## src/rtl/wb_regfile.sv

```systemverilog
// wb_regfile: Y86-64 writeback register file (15x64 regs, 2 comb read ports with optional W bypass, sticky halt status, saturating retire count)
module wb_regfile #(
  parameter logic [63:0] RSP_INIT = 64'd0,
  parameter logic        BYPASS   = 1'b1,
  parameter int          CNT_W    = 32
) (
  input  logic             clk,
  input  logic             rst,
  input  logic [1:0]       W_stat,
  input  logic [3:0]       W_icode,
  input  logic [63:0]      W_valE,
  input  logic [63:0]      W_valM,
  input  logic [3:0]       W_dstE,
  input  logic [3:0]       W_dstM,
  input  logic [3:0]       d_srcA,
  input  logic [3:0]       d_srcB,
  output logic [63:0]      d_rvalA,
  output logic [63:0]      d_rvalB,
  output logic             halted,
  output logic [1:0]       prog_stat,
  output logic [CNT_W-1:0] retired
);
  logic [63:0] r [15];
  logic we, byp;
  assign we  = W_stat == 2'd0 && !halted;
  assign byp = BYPASS && we;
  for (genvar g = 0; g < 15; g++) begin : g_reg
    always_ff @(posedge clk)
      if (rst) r[g] <= g == 4 ? RSP_INIT : 64'd0;
      else if (we && W_dstM == 4'(g)) r[g] <= W_valM;
      else if (we && W_dstE == 4'(g)) r[g] <= W_valE;
  end
  always_ff @(posedge clk) begin
    if (rst) begin
      halted    <= 1'b0;
      prog_stat <= 2'd0;
      retired   <= '0;
    end else begin
      if (!halted && W_stat != 2'd0) begin
        halted    <= 1'b1;
        prog_stat <= W_stat;
      end
      if (we && W_icode != 4'h1 && retired != {CNT_W{1'b1}}) retired <= retired + CNT_W'(1);
    end
  end
  assign d_rvalA = d_srcA == 4'hF ? 64'd0 :
                   byp && d_srcA == W_dstM ? W_valM :
                   byp && d_srcA == W_dstE ? W_valE : r[d_srcA];
  assign d_rvalB = d_srcB == 4'hF ? 64'd0 :
                   byp && d_srcB == W_dstM ? W_valM :
                   byp && d_srcB == W_dstE ? W_valE : r[d_srcB];
endmodule
```

## config.mk

```make
export PLATFORM = sky130hd
export DESIGN_NAME = wb_regfile
export DESIGN_NICKNAME = d
export VERILOG_FILES = /design/src/rtl/wb_regfile.sv
export SDC_FILE = /design/constraint.sdc
export NUM_CORES = 2
export LEC_CHECK = 0
export ABC_CLOCK_PERIOD_IN_PS = 4100
export CAP_MARGIN = 10
export CORE_ASPECT_RATIO = 2
export CORE_UTILIZATION = 50
export CTS_BUF_LIST = sky130_fd_sc_hd__clkbuf_16
export CTS_CLUSTER_DIAMETER = 120
export DETAILED_ROUTE_END_ITERATION = 8
export PLACE_DENSITY_LB_ADDON = 0.1
export SYNTH_ARGS = -nofsm -noshare
export SYNTH_HDL_FRONTEND = slang
export SYNTH_SLANG_ARGS = --single-unit
```

## constraint.sdc

```tcl
create_clock -name clk -period 4.1 [get_ports clk]
set_input_delay 0.615 -clock clk [delete_from_list [all_inputs] [get_ports clk]]
set_output_delay 0.615 -clock clk [all_outputs]
set_load 0.005 [all_outputs]
```

==> flow_metrics.env <==
export IMPL_synthArstFlopShare_pct=0
export IMPL_start_util_pct=50.59
export IMPL_grt_pass1_wl_um=360500
export IMPL_port_buffers=314
export IMPL_finalHoldViolations=0
export IMPL_globalplace_congestion=0.9158
export IMPL_critPathKind="in2out"
export IMPL_dpl_hpwl_um=153400
export IMPL_row_count=177
export IMPL_tightestPinTransition_ns=0.8714
export IMPL_nNetsFinal=4794
export IMPL_synth_edff_count=960
export IMPL_finClkSkew_ns=0.02882
export IMPL_yosys_top_cells_area="edfxtp_1, a22o_1, mux4_2"
export IMPL_globalRouteOverflowTotal=0
export IMPL_drv_cap=0
export IMPL_die_area_um2=119300
export IMPL_setup_viol=0
export IMPL_hold_path_class="reg2reg"
export IMPL_cts_made_buffers=92
export IMPL_io_pins=315
export IMPL_die_w_um=244.8
export IMPL_period_minus_slack_ns=4.078
export IMPL_postPlaceCellArea_um2=65850
export IMPL_synth_ff_type="edfxtp_1"
export IMPL_clockBufferDepth=3
export IMPL_cts_root_buf="clkbuf_16"
export IMPL_viasPerCell=7.986
export IMPL_grt_max_degree=65
export IMPL_synth_commonest_cells="a22o_1, edfxtp_1, clkbuf_1"
export IMPL_rsz0062_at_grt="false"
export IMPL_cts_tree="done"
export IMPL_crit_path_max_incr_delay_ns=0.64
export IMPL_cts_sinks=995
export IMPL_run_status="finished, final reports clean"
export IMPL_critPathMaxFanout=25
export IMPL_grt_total_usage_pct=43.08
export IMPL_wl_met1_um=84190
export IMPL_instances_no_fill=6235
export IMPL_ff2ff_path_depth=7
export IMPL_drt_first_pass_iters=8
export IMPL_postRouteAntennaNets=0
export IMPL_path_clk_slew_ns=0.07
export IMPL_first_iter_violations=7543
export IMPL_path_common_cell="buf_4"
export IMPL_vdd_drop_max_mv=0.3264
export IMPL_finalCritPeriodShare_pct=99.47
export IMPL_syn_nets=4727
export IMPL_ys_ff_latch=995
export IMPL_fmax_mhz=245.2
export IMPL_h_tree_depth=3
export IMPL_routed_wl_met3_um=34470
export IMPL_coreArea_um2=116500
export IMPL_worstPathCellList="clkbuf_8, buf_4, mux4_2, nor2_1, a2111oi_0, buf_4, nor4_1, o21ai_0, clkdlybuf4s50_1"
export IMPL_fill_cells=9307
export IMPL_p_per_area_nw_per_um2=355.1
export IMPL_synth_warning_count=0
export IMPL_routedWlPerCell_um=41.81
export IMPL_placed_cells=6067
export IMPL_yosys_area_top_type="edfxtp_1"
export IMPL_slowest_stage="nor4_1"
export IMPL_wl_met2_um=121000
export IMPL_max_slew_margin_pct=41.74
export IMPL_start_kind="input port"
export IMPL_vias=49800
export IMPL_required_ns=3.48
export IMPL_syn_area_um2=58930
export IMPL_synth_cell_type_count=64
export IMPL_arrival_ns=3.46
export IMPL_ys_seq_area_share_pct=50.11
export IMPL_hold_path_depth=2
export IMPL_drive_gt1_share_pct=21.81
export IMPL_synthDominantCellAreaShare_pct=48.92
export IMPL_drc=0
export IMPL_crit_buf_inv=4
export IMPL_highest_layer="met5"
export IMPL_syn_avg_cell_area_um2=12.88
export IMPL_routed_wirelength_um=260700
export IMPL_hold_buffers=0
export IMPL_final_area_um2=68810
export IMPL_drv_slew=0
export IMPL_leakage_nw=24.29
export IMPL_path_depth=9
export IMPL_grt_antenna_before_repair=17
export IMPL_clk_latency_ns=0.74
export IMPL_die_h_um=487.5
export IMPL_worst_setup_path_end_kind="primary output"
export IMPL_netlist_instances=4574
export IMPL_area_growth_pct=16.77
export IMPL_grt_pass1_vias=49290
export IMPL_cp_top_family="buffers and inverters"
## metrics by stage
stage	utilization [%]	setup slack (ns)	hold WS (ns)	TNS [ns]	power, W
after floorplan	-	0.3801	0.4704	0	0.01394
after global placement	56.53	-0.1395	0.4769	-0.2484	0.01580
after detailed placement	56.53	-0.1622	0.4850	-0.2760	0.01584
after CTS	59.01	0.03196	0.5028	0	0.02428
after global routing	59.06	0.01071	0.5358	0	0.02485
final	59.07	0.02185	0.5069	0	0.02443
## kinds of logic (layout without fill, tap and decap cells)
| logic type | count (synthesis) | in the layout | share of synthesized area, % |
|---|---|---|---|
| buffers and inverters | 730 | 865 | 4.990 |
| muxes | 610 | 610 | 17.09 |
| DFF | 995 | 995 | 50.11 |
| xor gates and xnor gates | 21 | 21 | 0.3121 |
| and+or+nand+nor | 476 | 476 | 4.376 |
| AOI/OAI and AO/OA | 1741 | 1741 | 23.10 |
| adders and majority gates | 1 | 1 | 0.02123 |
| other | 0 | 5 | 0 |
## worst register-to-register path, delay by kind of cell, from the launching register on
kind,cells,cell delay [ns]
buffers and inverters,3,0.96
and+or+nand+nor,3,0.90
DFF,1,0.37
AOI/OAI and AO/OA,1,0.17
## cells in the final DEF, fill, tap and decap left out, types with 15 or more instances in the layout
| cell | instances |
|---|---|
| nand3_1 | 33 |
| a32oi_1 | 32 |
| o311a_1 | 24 |
| edfxtp_1 | 960 |
| o21ai_0 | 255 |
| clkinv_1 | 16 |
| a21o_1 | 46 |
| buf_4 | 265 |
| nor2b_1 | 65 |
| a21oi_1 | 49 |
| a211oi_1 | 40 |
| and3_1 | 21 |
| nor2_1 | 75 |
| or3_1 | 15 |
| a22o_1 | 960 |
| a221oi_1 | 28 |
| clkbuf_16 | 96 |
| inv_1 | 27 |
| mux2i_1 | 176 |
| a22oi_1 | 57 |
| mux4_2 | 304 |
| nand2_1 | 126 |
| mux2_2 | 130 |
| clkdlybuf4s50_1 | 305 |
| buf_12 | 118 |
| o22ai_1 | 117 |
| o211ai_1 | 47 |
| dfxtp_1 | 35 |
## cell type report
type                    instances  area [µm²]  share of cell area [%]
diodes                          5       12.51                 0.01818
repair buffers                697        7530                   10.94
clock buffers                  95        2377                   3.455
well taps                    1521        1903                   2.766
clock inverters                67       504.2                  0.7328
inverters                       6       22.52                 0.03273
multi-input cells            2849       26930                   39.14
flip-flops and latches        995       29530                   42.91
## final timing paths
path                            slack, ns          from            to
worst min register to register       0.51  prog_stat[0]  prog_stat[0]
worst max register to register       1.21        halted      r[5][12]
worst min-delay path                 0.51  prog_stat[0]  prog_stat[0]
worst max-delay path                 0.02     d_srcA[1]   d_rvalA[43]
## state kept, by name, summed over array words and instances (netlist names)
register / flops
r: 960
halted: 1
prog_stat: 2
retired: 32
## routing by layer
layer  up-vias  global-route usage (%)
li1      19000                       -
met1     24850                   51.05
met2      4613                   68.98
met3      1301                   10.20
met4        26                   30.03
met5         -                       0
## timing repair
item,4_1_cts,5_1_grt
resized for setup,2,9
endpoints found under the hold margin,0,0
buffers inserted,0,1
setup endpoints to repair,2,53
## power breakdown
part           total [W]  switching, W  leakage, nW  internal (W)
Combinational    0.00396       0.00228         12.8       0.00168
Sequential        0.0118      0.000236         10.0        0.0116
Clock            0.00867       0.00404         1.49       0.00463
(Power assumes the default switching activity.)
